[config.mk]
export PLATFORM = sky130hd
export DESIGN_NAME = dds_wave_core
export DESIGN_NICKNAME = d
export VERILOG_FILES = /design/src/rtl/dds_wave_core.sv
export SDC_FILE = /design/constraint.sdc
export NUM_CORES = 1
export LEC_CHECK = 0
export BUFFER_PORTS_ARGS = -buffer_cell sky130_fd_sc_hd__buf_2
export CORE_MARGIN = 2
export CORE_UTILIZATION = 40
export CTS_BUF_LIST = sky130_fd_sc_hd__clkbuf_16
export DETAILED_ROUTE_END_ITERATION = 10
export PLACE_DENSITY = 0.62
export SLEW_MARGIN = 30
export SYNTH_ARGS = -nofsm -noshare
export SYNTH_HDL_FRONTEND = slang
export SYNTH_SLANG_ARGS = --single-unit
[constraint.sdc]
create_clock -name clk -period 4.5 [get_ports clk]
set_input_delay 0.45 -clock clk [delete_from_list [all_inputs] [get_ports clk]]
set_output_delay 0.45 -clock clk [all_outputs]
set_load 0.05 [all_outputs]
[src/rtl/dds_wave_core.sv]
// DDS front-end: 32-bit phase accumulator, 4-key debouncer with press pulses and
// rectangular wave lookup. Define REC_DUTY_EN to add the runtime duty threshold input.
module dds_wave_core #(
  parameter int DEBOUNCE_CYCLES = 1000000,
  parameter int ACC_WIDTH       = 32
) (
  input  logic                 clk,
  input  logic                 rst_n,
  input  logic [ACC_WIDTH-1:0] freqctrl,
  input  logic [3:0]           key_in,
`ifdef REC_DUTY_EN
  input  logic [7:0]           duty,
`endif
  output logic [7:0]           addr,
  output logic [7:0]           rec_q,
  output logic [3:0]           key_flag
);

  localparam int NUM_KEYS = 4;
  localparam int CNT_W    = (DEBOUNCE_CYCLES > 2) ? $clog2(DEBOUNCE_CYCLES) : 1;
  localparam logic [CNT_W-1:0] CNT_MAX = CNT_W'(DEBOUNCE_CYCLES - 1);

  // ---------------------------------------------------------------------------
  // Phase accumulator: wraps silently modulo 2^ACC_WIDTH.
  // ---------------------------------------------------------------------------
  logic [ACC_WIDTH-1:0] acc_q;
  logic [ACC_WIDTH-1:0] acc_d;

  assign acc_d = acc_q + freqctrl;
  assign addr  = acc_q[ACC_WIDTH-1 -: 8];

  always_ff @(posedge clk or negedge rst_n) begin
    if (!rst_n) begin
      acc_q <= '0;
    end else begin
      acc_q <= acc_d;
    end
  end

  // ---------------------------------------------------------------------------
  // Rectangular lookup with registered read, one clock behind addr.
  // ---------------------------------------------------------------------------
  logic [7:0] rec_thr;
  logic [7:0] rec_d;

`ifdef REC_DUTY_EN
  assign rec_thr = duty;
`else
  assign rec_thr = 8'd128;
`endif

  assign rec_d = (addr < rec_thr) ? 8'd255 : 8'd0;

  always_ff @(posedge clk or negedge rst_n) begin
    if (!rst_n) begin
      rec_q <= 8'd0;
    end else begin
      rec_q <= rec_d;
    end
  end

  // ---------------------------------------------------------------------------
  // Per-key debouncer. The counter runs only while the synchronised level
  // disagrees with the debounced state; any agreement restarts it.
  // ---------------------------------------------------------------------------
  generate
    for (genvar gi = 0; gi < NUM_KEYS; gi++) begin : g_key
      logic             sync1_q;
      logic             sync2_q;
      logic             db_q;
      logic             db_d;
      logic [CNT_W-1:0] cnt_q;
      logic [CNT_W-1:0] cnt_d;
      logic             flag_q;
      logic             flag_d;
      logic             pending;
      logic             accept;

      assign pending = (sync2_q != db_q);
      assign accept  = pending && (cnt_q == CNT_MAX);
      assign cnt_d   = (!pending || accept) ? '0 : cnt_q + CNT_W'(1);
      assign db_d    = accept ? sync2_q : db_q;
      // Only the 1->0 (press) direction is reported.
      assign flag_d  = accept && !sync2_q;

      always_ff @(posedge clk or negedge rst_n) begin
        if (!rst_n) begin
          sync1_q <= 1'b1;
          sync2_q <= 1'b1;
          db_q    <= 1'b1;
          cnt_q   <= '0;
          flag_q  <= 1'b0;
        end else begin
          sync1_q <= key_in[gi];
          sync2_q <= sync1_q;
          db_q    <= db_d;
          cnt_q   <= cnt_d;
          flag_q  <= flag_d;
        end
      end

      assign key_flag[gi] = flag_q;
    end
  endgenerate

endmodule

==> out/metrics.json, run 1 <==
{
  "drc": {"value": 0},
  "worst_slew_pin_slew": {"value": 0.6842, "unit": "ns"},
  "chipHeight": {"value": 135.2, "unit": "um"},
  "first_global_vias": {"value": 4890},
  "grt_util_met3": {"value": 0.04227},
  "netlist_area": {"value": 0.006890, "unit": "mm2"},
  "ys_ff_latch": {"value": 129},
  "netlist_top_cells_count": {"value": "117 x sky130_fd_sc_hd__dfrtp_1, 100 x sky130_fd_sc_hd__nor2_1, 61 x sky130_fd_sc_hd__xor2_1"},
  "hold_viol": {"value": 0},
  "synthesis.yosys.warnings": {"value": 0},
  "synth_most_common_cell": {"value": "sky130_fd_sc_hd__dfrtp_1"},
  "antenna_cells": {"value": 0},
  "drive_above_1_share": {"value": 0.1541},
  "final.hold.worst_slack": {"value": 0.02705, "unit": "ns"},
  "timing.setup.tns": {"value": 0, "unit": "ns"},
  "deepest_clock_path_buffer_count": {"value": 2},
  "synth_top_area_share": {"value": 0.4249},
  "yosys-top-cells-area": {"value": "sky130_fd_sc_hd__dfrtp_1 42%, sky130_fd_sc_hd__xor2_1 7.8%, sky130_fd_sc_hd__ha_1 6.4%"},
  "grt_antenna_before_repair": {"value": 0},
  "multi_input_area": {"value": 0.003396, "unit": "mm2"},
  "row_count": {"value": 47},
  "grt.met1_usage": {"value": 0.2092},
  "finish.instance_area": {"value": 0.007801, "unit": "mm2"},
  "initial_utilization": {"value": 0.4126},
  "final.period_utilization": {"value": 0.5656},
  "clkSinkCount": {"value": 129},
  "synth_ff_type": {"value": "sky130_fd_sc_hd__dfrtp_1"},
  "rsz0062_at_grt": {"value": "false"},
  "p_leak": {"value": 3.567, "unit": "nW"},
  "hold_path_class": {"value": "input pin to async pin"},
  "clkLatencyLatePin": {"value": 0.41, "unit": "ns"},
  "detailed_place_hpwl": {"value": 9602, "unit": "um"},
  "ctsResizeCount": {"value": 0},
  "finalNetCount": {"value": 801},
  "floorplan.die_area": {"value": 0.01829, "unit": "mm2"},
  "endpoint_kind": {"value": "register"},
  "standard_cell_area_after_detailed_placement": {"value": 0.007243, "unit": "mm2"},
  "fmax": {"value": 392.9, "unit": "MHz"},
  "ctsHtreeMaxLevel": {"value": 4},
  "regArea": {"value": 0.003243, "unit": "mm2"},
  "hold_buffer_count_at_cts": {"value": 0},
  "syn-mean-instance-area": {"value": 10.07, "unit": "um2"},
  "cp_cell_sequence": {"value": "ha_1 > fa_1 > a21o_1 > a221oi_4 > a211oi_1 > a211oi_2 > o21bai_1 > xor2_1"},
  "synth.yosys.seq_area_share": {"value": 0.4707},
  "postRouteAntennaNets": {"value": 0},
  "setup-violations-final": {"value": 0},
  "final_period_minus_worst_setup_slack": {"value": 2.545, "unit": "ns"},
  "gp_congestion": {"value": 0.8242},
  "mappedNetlistNets": {"value": 758},
  "relSlewSlack": {"value": 0.5439},
  "slowest_stage": {"value": "sky130_fd_sc_hd__fa_1"},
  "slowest_delay": {"value": 0.40, "unit": "ns"},
  "routed_wire_length_per_instance": {"value": 13.96, "unit": "um"},
  "via_per_inst": {"value": 5.109},
  "total_count_of_max_transition_violations_in_the_final_report": {"value": 0},
  "route.final.wire_length": {"value": 13400, "unit": "um"},
  "worst-setup-path-type": {"value": "register to register"},
  "critPathLaunchType": {"value": "register"},
  "port_buffers": {"value": 57},
  "clock_tree.root_cell": {"value": "sky130_fd_sc_hd__clkbuf_16"},
  "ios": {"value": 58},
  "library_cell_occupying_the_most_area_in_the_post_synthesis_netlist": {"value": "sky130_fd_sc_hd__dfrtp_1"},
  "timing.critical_path.arrival": {"value": 2.84, "unit": "ns"},
  "final.fill_count": {"value": 1599},
  "tritoncts_buffers": {"value": 17},
  "worst-endpoint-required": {"value": 4.79, "unit": "ns"},
  "clkSlewWorstSetupHoldPaths": {"value": 0.06, "unit": "ns"},
  "met2_usage": {"value": 0.2580},
  "dieWidth": {"value": 135.2, "unit": "um"},
  "worst_clk_skew": {"value": 0.007522, "unit": "ns"},
  "setup_slack": {"value": 1.955, "unit": "ns"},
  "grt_remaining_overflow": {"value": 0},
  "ys_types": {"value": 57},
  "largest_net_degree_at_the_start_of_global_routing": {"value": 73},
  "syn2layout_area_growth": {"value": 13.22, "unit": "%"},
  "crit_path_max_fanout": {"value": 5},
  "synth_edf_count": {"value": 0},
  "detail_route.first_pass.iterations": {"value": 4},
  "dr_total_vias": {"value": 4905},
  "grt_util_all_layers": {"value": 0.1586},
  "grt_first_pass_wirelength": {"value": 23080, "unit": "um"},
  "timing.max_cap.violations": {"value": 0},
  "tritoncts": {"value": "built"},
  "syn_inst": {"value": 684},
  "vdd.ir_drop.worst": {"value": 0.3239, "unit": "mV"},
  "status": {"value": "complete, no violations"},
  "place_ws": {"value": 1.781, "unit": "ns"},
  "utilization": {"value": 0.4671},
  "grt_busiest_layer": {"value": "met2"},
  "core_region_area": {"value": 0.01670, "unit": "mm2"},
  "power-per-cell-area": {"value": 581.7, "unit": "mW/mm2"},
  "dr.first_iter.drc_count": {"value": 247},
  "cts_post_setup_buffers_inserted": {"value": 0},
  "async_flop_share": {"value": 1.000}
}
metal layers:
| layer | wire (um) | up-vias |
|---|---|---|
| met5 | 0 | - |
| met4 | 126 | 0 |
| met3 | 428 | 11 |
| met2 | 6439 | 61 |
| met1 | 6406 | 2378 |
| li1 | - | 2455 |
sequential cells by signal, summed over array words and instances (netlist names):
signal / cells
acc_q: 32
g_key.db_q: 4
g_key.flag_q: 4
g_key.sync2_q: 4
g_key.cnt_q: 80
g_key.sync1_q: 4
rec_q: 1
cell type report:
class,count,share of cell area
Multi-Input combinational cell,513,0.4353
Sequential cell,129,0.4157
Clock buffer,17,0.05453
Timing Repair Buffer,59,0.03929
Tap cell,220,0.03528
Clock inverter,15,0.01652
Inverter,7,0.003368
worst paths after layout:
check                                     endpoint  slack (ns)        startpoint  cells past startpoint
worst min register to register    g_key[0].sync2_q        0.35  g_key[0].sync1_q                      0
min in group clk                  g_key[2].sync1_q        0.13         key_in[2]                      1
worst max register to register           acc_q[26]        1.95          acc_q[0]                      8
worst min-delay path                     acc_q[10]        0.03             rst_n                      1
max in group asynchronous       g_key[3].cnt_q[18]        3.59             rst_n                      2
worst max-delay path                     acc_q[26]        1.95          acc_q[0]                      8
layout by cell type, fill, tap and decap left out, types with 7 or more instances in the layout:
| cell | instances |
|---|---|
| sky130_fd_sc_hd__dfrtp_1 | 117 |
| sky130_fd_sc_hd__nor2_1 | 100 |
| sky130_fd_sc_hd__xor2_1 | 61 |
| sky130_fd_sc_hd__buf_2 | 56 |
| sky130_fd_sc_hd__nand2_1 | 44 |
| sky130_fd_sc_hd__xnor2_1 | 41 |
| sky130_fd_sc_hd__nand3_1 | 39 |
| sky130_fd_sc_hd__ha_1 | 35 |
| sky130_fd_sc_hd__a21oi_1 | 34 |
| sky130_fd_sc_hd__and3_1 | 29 |
| sky130_fd_sc_hd__o21ai_0 | 20 |
| sky130_fd_sc_hd__clkbuf_16 | 17 |
| sky130_fd_sc_hd__nand4_1 | 16 |
| sky130_fd_sc_hd__dfstp_2 | 12 |
| sky130_fd_sc_hd__a21o_1 | 11 |
| sky130_fd_sc_hd__inv_1 | 10 |
| sky130_fd_sc_hd__and4_1 | 7 |
critical path, delay by kind of cell, from the launching register on:
family	cells	cell delay [ns]
XOR/XNOR	1	0.15
adder cells (fa/ha/maj)	2	0.61
flip-flops	1	0.36
AO/OA/AOI/OAI	5	1.31
logic make-up after synthesis:
logic type,after synthesis,share of synthesized area
DFF,129,0.4707
buffers and inverters,42,0.03650
and+or+nand+nor,272,0.1947
xor gates and xnor gates,102,0.1297
muxes,4,0.006537
adders and majority gates,36,0.06646
AOI/OAI and AO/OA,99,0.09552
where the power goes:
group          switching (mW)  internal, mW  leakage [nW]
clock                   0.488         0.799         0.285
sequential             0.0788          1.35          1.67
combinational            1.15         0.667          1.61
per-stage QoR:
step / instances / power (mW)
final: 960 / 4.538
after global routing: 960 / 4.852
after CTS: 960 / 4.580
after detailed placement: 928 / 3.265
after global placement: 928 / 3.238
after floorplan: 684 / 2.976
(Power assumes the default switching activity.)
==> run 2: changes to the inputs <==
--- a/config.mk
+++ b/config.mk
@@ -5,12 +5,13 @@
 export SDC_FILE = /design/constraint.sdc
 export NUM_CORES = 1
 export LEC_CHECK = 0
+export ABC_AREA = 1
 export BUFFER_PORTS_ARGS = -buffer_cell sky130_fd_sc_hd__buf_2
 export CORE_MARGIN = 2
 export CORE_UTILIZATION = 40
 export CTS_BUF_LIST = sky130_fd_sc_hd__clkbuf_16
 export DETAILED_ROUTE_END_ITERATION = 10
-export PLACE_DENSITY = 0.62
+export PLACE_DENSITY = 0.64
 export SLEW_MARGIN = 30
 export SYNTH_ARGS = -nofsm -noshare
 export SYNTH_HDL_FRONTEND = slang
==> constraint.sdc (replaced) <==
create_clock -name clk -period 2.3 [get_ports clk]
set_input_delay 0.23 -clock clk [delete_from_list [all_inputs] [get_ports clk]]
set_output_delay 0.23 -clock clk [all_outputs]
set_load 0.05 [all_outputs]
==> out/metrics.json, run 2 <==
{
  "timing.critical_path.arrival": {"value": 2.30, "unit": "ns"},
  "grt_remaining_overflow": {"value": 0},
  "slowest_stage": {"value": "sky130_fd_sc_hd__fa_1"},
  "clkLatencyLatePin": {"value": 0.42, "unit": "ns"},
  "synth_ff_type": {"value": "sky130_fd_sc_hd__dfrtp_1"},
  "mappedNetlistNets": {"value": 1227},
  "total_count_of_max_transition_violations_in_the_final_report": {"value": 0},
  "hold_buffer_count_at_cts": {"value": 5},
  "hold_path_class": {"value": "input pin to register"},
  "ios": {"value": 58},
  "worst-endpoint-required": {"value": 2.62, "unit": "ns"},
  "critical_r2r_capture": {"value": "acc_q[28]"},
  "final.fill_count": {"value": 2062},
  "final.hold.worst_slack": {"value": 0.03118, "unit": "ns"},
  "syn-mean-instance-area": {"value": 7.111, "unit": "um2"},
  "detail_route.first_pass.iterations": {"value": 5},
  "endpoint_kind": {"value": "register"},
  "netlist_area": {"value": 0.008199, "unit": "mm2"},
  "tritoncts_buffers": {"value": 17},
  "dr.first_iter.drc_count": {"value": 358},
  "critPathLaunchType": {"value": "register"},
  "max_flop_register": {"value": "g_key.cnt_q"},
  "cp_cell_sequence": {"value": "ha_1 > fa_1 > nand3_1 > nand3_1 > nand2_1 > nand2_1 > nand2_1 > nand2_1 > nand2_1 > nand2_1 > nand2_1 > nand2_1"},
  "row_count": {"value": 52},
  "timing.setup.tns": {"value": 0, "unit": "ns"},
  "worst_clk_skew": {"value": 0.01607, "unit": "ns"},
  "syn_inst": {"value": 1153},
  "grt_util_all_layers": {"value": 0.1753},
  "p_leak": {"value": 4.633, "unit": "nW"},
  "largest_net_degree_at_the_start_of_global_routing": {"value": 69},
  "vdd.ir_drop.worst": {"value": 0.6797, "unit": "mV"},
  "netlist_top_cells_count": {"value": "358 x sky130_fd_sc_hd__nand2_1, 178 x sky130_fd_sc_hd__inv_1, 172 x sky130_fd_sc_hd__nor2_1"},
  "postRouteAntennaNets": {"value": 0},
  "floorplan.die_area": {"value": 0.02166, "unit": "mm2"},
  "clock_tree.root_cell": {"value": "sky130_fd_sc_hd__clkbuf_16"},
  "layout_commonest_cell": {"value": "sky130_fd_sc_hd__nand2_1"},
  "finalNetCount": {"value": 1289},
  "fin_cells": {"value": 1498},
  "timing.critical_path.mode_cell": {"value": "sky130_fd_sc_hd__nand2_1"},
  "power.clock.fraction": {"value": 0.273},
  "comb_power_share": {"value": 0.426},
  "core_region_area": {"value": 0.02017, "unit": "mm2"},
  "status": {"value": "complete, no violations"},
  "pint": {"value": 5.445, "unit": "mW"},
  "dr_total_vias": {"value": 6981},
  "ctsResizeCount": {"value": 0},
  "gp_congestion": {"value": 0.8705},
  "crit_path_max_fanout": {"value": 4},
  "grt_first_pass_wirelength": {"value": 30950, "unit": "um"},
  "power-per-cell-area": {"value": 1005, "unit": "mW/mm2"},
  "p_seq_frac": {"value": 0.301},
  "rsz0062_at_grt": {"value": "false"},
  "worst-setup-path-type": {"value": "register to register"},
  "drive_above_1_share": {"value": 0.09609},
  "clkSinkCount": {"value": 129},
  "grt_antenna_before_repair": {"value": 0},
  "initial_utilization": {"value": 0.4065},
  "port_buffers": {"value": 57},
  "first_global_vias": {"value": 6869},
  "cp.buffers_inverters": {"value": 0},
  "ys_ff_latch": {"value": 129},
  "place_ws": {"value": 0.3363, "unit": "ns"},
  "chipHeight": {"value": 147.2, "unit": "um"},
  "reg.largest.list": {"value": "g_key.cnt_q x80, acc_q x32"},
  "critical_path.startpoint": {"value": "acc_q[0]"},
  "worst_setup_path_endpoint": {"value": "acc_q[28]"},
  "final.period_utilization": {"value": 0.8599},
  "worst_slew_pin_slew": {"value": 0.6612, "unit": "ns"},
  "route.final.wire_length": {"value": 18020, "unit": "um"},
  "ys_types": {"value": 33},
  "clkSlewWorstSetupHoldPaths": {"value": 0.06, "unit": "ns"},
  "power_switching_share": {"value": 0.4170},
  "worst_r2r_startpoint": {"value": "acc_q[0]"},
  "largest_register_ffs": {"value": 80},
  "timing.max_cap.violations": {"value": 0},
  "timing.critical_path.max_delay_family": {"value": "simple AND/OR/NAND/NOR gates"},
  "slowest_delay": {"value": 0.45, "unit": "ns"},
  "tritoncts": {"value": "built"},
  "relSlewSlack": {"value": 0.5592},
  "final_period_minus_worst_setup_slack": {"value": 1.978, "unit": "ns"},
  "total_stage_count_of_the_critical_path": {"value": 12},
  "setup-violations-final": {"value": 0},
  "synth_top_area_share": {"value": 0.3571},
  "setup_slack": {"value": 0.3221, "unit": "ns"},
  "p_switching": {"value": 3.894, "unit": "mW"},
  "synthesis.yosys.warnings": {"value": 0},
  "reg2regPathDepth": {"value": 12},
  "synth_edf_count": {"value": 0},
  "synth.yosys.seq_area_share": {"value": 0.3955},
  "deepest_clock_path_buffer_count": {"value": 2},
  "worst-r2r-setup-slack": {"value": 0.32, "unit": "ns"},
  "synth_most_common_cell": {"value": "sky130_fd_sc_hd__nand2_1"},
  "fmax": {"value": 505.6, "unit": "MHz"},
  "post-place-cells": {"value": 1461},
  "library_cell_occupying_the_most_area_in_the_post_synthesis_netlist": {"value": "sky130_fd_sc_hd__dfrtp_1"},
  "final_cell_mix": {"value": "358 x sky130_fd_sc_hd__nand2_1, 181 x sky130_fd_sc_hd__inv_1, 172 x sky130_fd_sc_hd__nor2_1, 117 x sky130_fd_sc_hd__dfrtp_1, 63 x sky130_fd_sc_hd__nand3_1"},
  "ctsHtreeMaxLevel": {"value": 4},
  "syn2layout_area_growth": {"value": 13.32, "unit": "%"},
  "yosys-top-cells-area": {"value": "sky130_fd_sc_hd__dfrtp_1 36%, sky130_fd_sc_hd__nand2_1 16%, sky130_fd_sc_hd__inv_1 8.1%"},
  "routed_wire_length_per_instance": {"value": 12.03, "unit": "um"},
  "via_per_inst": {"value": 4.660},
  "hold_viol": {"value": 0},
  "antenna_cells": {"value": 0},
  "drc": {"value": 0},
  "detailed_place_hpwl": {"value": 13790, "unit": "um"},
  "dieWidth": {"value": 147.2, "unit": "um"},
  "cts_post_setup_buffers_inserted": {"value": 0},
  "async_flop_share": {"value": 1.000}
}
==> run 2: cell count changes after synthesis, moves of 10 or more <==
| cell | delta |
|---|---|
| sky130_fd_sc_hd__a21o_1 | -10 |
| sky130_fd_sc_hd__and3_1 | -29 |
| sky130_fd_sc_hd__inv_1 | +171 |
| sky130_fd_sc_hd__nand2_1 | +314 |
| sky130_fd_sc_hd__nand3_1 | +24 |
| sky130_fd_sc_hd__nor2_1 | +72 |
| sky130_fd_sc_hd__nor3_1 | +36 |
| sky130_fd_sc_hd__o21ai_0 | -11 |
| sky130_fd_sc_hd__xnor2_1 | -21 |
| sky130_fd_sc_hd__xor2_1 | -16 |
==> run 2: layout make-up <==
| class | count | area [um2] | share of cell area |
|---|---|---|---|
| flip-flops and latches | 129 | 3243 | 0.3490 |
| multi-input cells | 819 | 4085 | 0.4397 |
| repair buffers | 67 | 391.6 | 0.04215 |
| inverters | 181 | 679.4 | 0.07312 |
| clock inverters | 15 | 128.9 | 0.01387 |
| clock buffers | 17 | 425.4 | 0.04579 |
| well taps | 270 | 337.8 | 0.03636 |
==> run 2: metal layers <==
metal | vias to the layer above | routed length, um | track usage
met5 | - | 0 | 0
met4 | 0 | 399 | 0.06587
met3 | 28 | 694 | 0.03416
met2 | 128 | 8195 | 0.2836
met1 | 3154 | 8730 | 0.2338
li1 | 3671 | - | -
==> run 2: power by group through the flow <==
| stage | combinational, mW | sequential, mW | clock [mW] |
|---|---|---|---|
| after floorplan | 3.22 | 2.82 | 0 |
| after global placement | 3.94 | 2.83 | 0 |
| after detailed placement | 3.97 | 2.85 | 0 |
| after CTS | 4.00 | 2.81 | 2.62 |
| after global routing | 4.53 | 2.84 | 2.71 |
| final | 3.98 | 2.81 | 2.55 |
==> run 2: stage by stage <==
| step | power, mW | utilization | area [um2] |
|---|---|---|---|
| 2_1_floorplan | 6.033 | - | 8199 |
| 3_3_place_gp | 6.775 | 0.4307 | 8687 |
| 3_5_place_dp | 6.824 | 0.4307 | 8687 |
| 4_1_cts | 9.432 | 0.4607 | 9291 |
| 5_1_grt | 10.08 | 0.4607 | 9291 |
| 6_report | 9.340 | 0.4607 | 9291 |
==> run 2: cell families after synthesis <==
group                      after synthesis  synth area share
buffers and inverters                  205            0.1062
AOI/OAI and AO/OA                       42           0.02701
xor gates and xnor gates                65           0.06943
adders and majority gates               36           0.05585
and+or+nand+nor                        676            0.3459
DFF                                    129            0.3955
==> run 2: worst min-delay path by stage <==
stage	startpoint	to	slack [ns]	depth (start not counted)
2_1_floorplan	rst_n	acc_q[0]	-0.07	0
3_3_place_gp	rst_n	g_key[3].cnt_q[12]	0.29	1
3_5_place_dp	rst_n	g_key[3].flag_q	0.29	1
4_1_cts	freqctrl[0]	acc_q[0]	0.02	2
5_1_grt	freqctrl[0]	acc_q[0]	0.02	2
6_report	freqctrl[0]	acc_q[0]	0.03	2
==> run 3: changes to the inputs <==
--- a/config.mk
+++ b/config.mk
@@ -11,6 +11,7 @@
 export CORE_UTILIZATION = 40
 export CTS_BUF_LIST = sky130_fd_sc_hd__clkbuf_16
 export DETAILED_ROUTE_END_ITERATION = 10
+export GPL_TIMING_DRIVEN = 0
 export PLACE_DENSITY = 0.64
 export SLEW_MARGIN = 30
 export SYNTH_ARGS = -nofsm -noshare
==> out/metrics.json, run 3 (same netlist as run 2, synthesis figures left out) <==
{
  "dieWidth": {"value": 147.2, "unit": "um"},
  "antenna_cells": {"value": 0},
  "dr.first_iter.drc_count": {"value": 264},
  "vdd.ir_drop.worst": {"value": 0.7836, "unit": "mV"},
  "critPathLaunchType": {"value": "register"},
  "gp_congestion": {"value": 0.8817},
  "grt_util_all_layers": {"value": 0.1731},
  "routed_wire_length_per_instance": {"value": 11.65, "unit": "um"},
  "p_switching": {"value": 4.013, "unit": "mW"},
  "power.clock.fraction": {"value": 0.274},
  "detailed_place_hpwl": {"value": 13660, "unit": "um"},
  "postRouteAntennaNets": {"value": 0},
  "cts_post_setup_buffers_inserted": {"value": 0},
  "hold_viol": {"value": 0},
  "clkSinkCount": {"value": 129},
  "worst-endpoint-required": {"value": 2.61, "unit": "ns"},
  "finalNetCount": {"value": 1309},
  "final_cell_mix": {"value": "358 x sky130_fd_sc_hd__nand2_1, 178 x sky130_fd_sc_hd__inv_1, 172 x sky130_fd_sc_hd__nor2_1, 117 x sky130_fd_sc_hd__dfrtp_1, 63 x sky130_fd_sc_hd__nand3_1"},
  "clkLatencyLatePin": {"value": 0.43, "unit": "ns"},
  "setup-violations-final": {"value": 0},
  "core_region_area": {"value": 0.02017, "unit": "mm2"},
  "grt_antenna_before_repair": {"value": 0},
  "rsz0062_at_grt": {"value": "false"},
  "reg.largest.list": {"value": "g_key.cnt_q x80, acc_q x32"},
  "place_ws": {"value": 0.1582, "unit": "ns"},
  "setup_slack": {"value": 0.2222, "unit": "ns"},
  "grt_remaining_overflow": {"value": 0},
  "largest_net_degree_at_the_start_of_global_routing": {"value": 69},
  "first_global_vias": {"value": 6652},
  "floorplan.die_area": {"value": 0.02166, "unit": "mm2"},
  "worst_slew_pin_slew": {"value": 0.4751, "unit": "ns"},
  "drive_above_1_share": {"value": 0.1162},
  "comb_power_share": {"value": 0.435},
  "crit_path_max_fanout": {"value": 4},
  "p_leak": {"value": 4.750, "unit": "nW"},
  "power-per-cell-area": {"value": 1009, "unit": "mW/mm2"},
  "chipHeight": {"value": 147.2, "unit": "um"},
  "ctsHtreeMaxLevel": {"value": 4},
  "port_buffers": {"value": 57},
  "fin_cells": {"value": 1518},
  "hold_path_class": {"value": "input pin to register"},
  "initial_utilization": {"value": 0.4065},
  "largest_register_ffs": {"value": 80},
  "route.final.wire_length": {"value": 17690, "unit": "um"},
  "relSlewSlack": {"value": 0.6803},
  "detail_route.first_pass.iterations": {"value": 4},
  "worst_clk_skew": {"value": 0.01385, "unit": "ns"},
  "timing.setup.tns": {"value": 0, "unit": "ns"},
  "drc": {"value": 0},
  "status": {"value": "complete, no violations"},
  "timing.critical_path.arrival": {"value": 2.39, "unit": "ns"},
  "timing.max_cap.violations": {"value": 0},
  "final.period_utilization": {"value": 0.9034},
  "clkSlewWorstSetupHoldPaths": {"value": 0.06, "unit": "ns"},
  "via_per_inst": {"value": 4.596},
  "deepest_clock_path_buffer_count": {"value": 2},
  "grt_first_pass_wirelength": {"value": 30480, "unit": "um"},
  "pint": {"value": 5.554, "unit": "mW"},
  "clock_tree.root_cell": {"value": "sky130_fd_sc_hd__clkbuf_16"},
  "worst-setup-path-type": {"value": "register to register"},
  "max_flop_register": {"value": "g_key.cnt_q"},
  "fmax": {"value": 481.3, "unit": "MHz"},
  "power_switching_share": {"value": 0.4195},
  "p_seq_frac": {"value": 0.291},
  "ios": {"value": 58},
  "dr_total_vias": {"value": 6976},
  "layout_commonest_cell": {"value": "sky130_fd_sc_hd__nand2_1"},
  "tritoncts": {"value": "built"},
  "tritoncts_buffers": {"value": 17},
  "row_count": {"value": 52},
  "syn2layout_area_growth": {"value": 15.69, "unit": "%"},
  "final_period_minus_worst_setup_slack": {"value": 2.078, "unit": "ns"},
  "post-place-cells": {"value": 1481},
  "total_count_of_max_transition_violations_in_the_final_report": {"value": 0},
  "endpoint_kind": {"value": "register"}
}
==> run 3: cell types whose count changed in the layout (fill, tap and decap cells not counted), moves of 3 or more <==
cell,previous run,this run
sky130_fd_sc_hd__clkinvlp_4,3,0
sky130_fd_sc_hd__clkinv_4,1,5
sky130_fd_sc_hd__inv_6,0,6
sky130_fd_sc_hd__inv_1,181,178
sky130_fd_sc_hd__buf_4,4,22
sky130_fd_sc_hd__clkinv_1,3,0
==> run 3: layout make-up <==
| type | instances | area, um2 |
|---|---|---|
| buffer | 24 | 191.4 |
| fill | 2109 | 10680 |
| inverter | 181 | 679.4 |
| clock buffer | 17 | 425.4 |
| timing repair buffer | 63 | 372.9 |
| tap | 270 | 337.8 |
| sequential | 129 | 3243 |
| multi-input combinational | 819 | 4088 |
| clock inverter | 15 | 147.6 |
==> run 3: path summary, 6_finish.rpt <==
check	start	end	slack (ns)	depth (start not counted)
worst min-delay path	freqctrl[0]	acc_q[0]	0.03	2
worst max register to register	acc_q[0]	acc_q[28]	0.22	12
max in group asynchronous	rst_n	g_key[0].sync1_q	1.23	3
worst max-delay path	acc_q[0]	acc_q[28]	0.22	12
min in group asynchronous	rst_n	g_key[2].flag_q	0.34	2
worst min register to register	g_key[2].sync1_q	g_key[2].sync2_q	0.35	0
==> run 3: metal layers <==
metal  vias to the layer above  share of wire  GRT usage
met2                       101           0.50     0.2993
met5                         -              0          0
met4                         0         0.0063    0.04663
li1                       3718              -          -
met1                      3148           0.46     0.2186
met3                         9          0.035    0.03944
==> run 3: metrics by stage <==
step	instance area [um2]	total power, mW	utilization	hold WS [ns]
2_1_floorplan	8199	6.033	-	-0.06559
4_1_cts	9483	9.666	0.4702	0.01871
3_3_place_gp	8822	6.911	0.4374	0.3353
3_5_place_dp	8860	6.978	0.4393	0.2100
5_1_grt	9485	10.32	0.4703	0.03223
6_report	9485	9.566	0.4703	0.03290
==> run 3: worst max-delay path, cell delays in order, from the launching register on <==
cell	delay, ns
sky130_fd_sc_hd__dfrtp_1	0.37
sky130_fd_sc_hd__ha_1	0.23
sky130_fd_sc_hd__fa_2	0.40
sky130_fd_sc_hd__nand3_1	0.10
sky130_fd_sc_hd__nand3_1	0.11
sky130_fd_sc_hd__nand2_1	0.09
sky130_fd_sc_hd__nand2_1	0.12
sky130_fd_sc_hd__nand2_1	0.10
sky130_fd_sc_hd__nand2_1	0.13
sky130_fd_sc_hd__nand2_1	0.16
sky130_fd_sc_hd__nand2_1	0.07
sky130_fd_sc_hd__nand2_1	0.06
sky130_fd_sc_hd__nand2_1	0.04
==> run 3: timing repair <==
| item | 4_1_cts | 5_1_grt |
|---|---|---|
| endpoints found under the setup margin | 0 | 1 |
| resized for setup | 0 | 1 |
| hold buffers | 5 | 0 |
| endpoints found under the hold margin | 59 | 0 |
==> run 3: power by group through the flow <==
stage          sequential [mW]  clock, mW  combinational (mW)
2_1_floorplan             2.82          0                3.22
3_3_place_gp              2.81          0                4.10
3_5_place_dp              2.83          0                4.15
4_1_cts                   2.79       2.69                4.18
5_1_grt                   2.82       2.79                4.71
6_report                  2.78       2.62                4.17
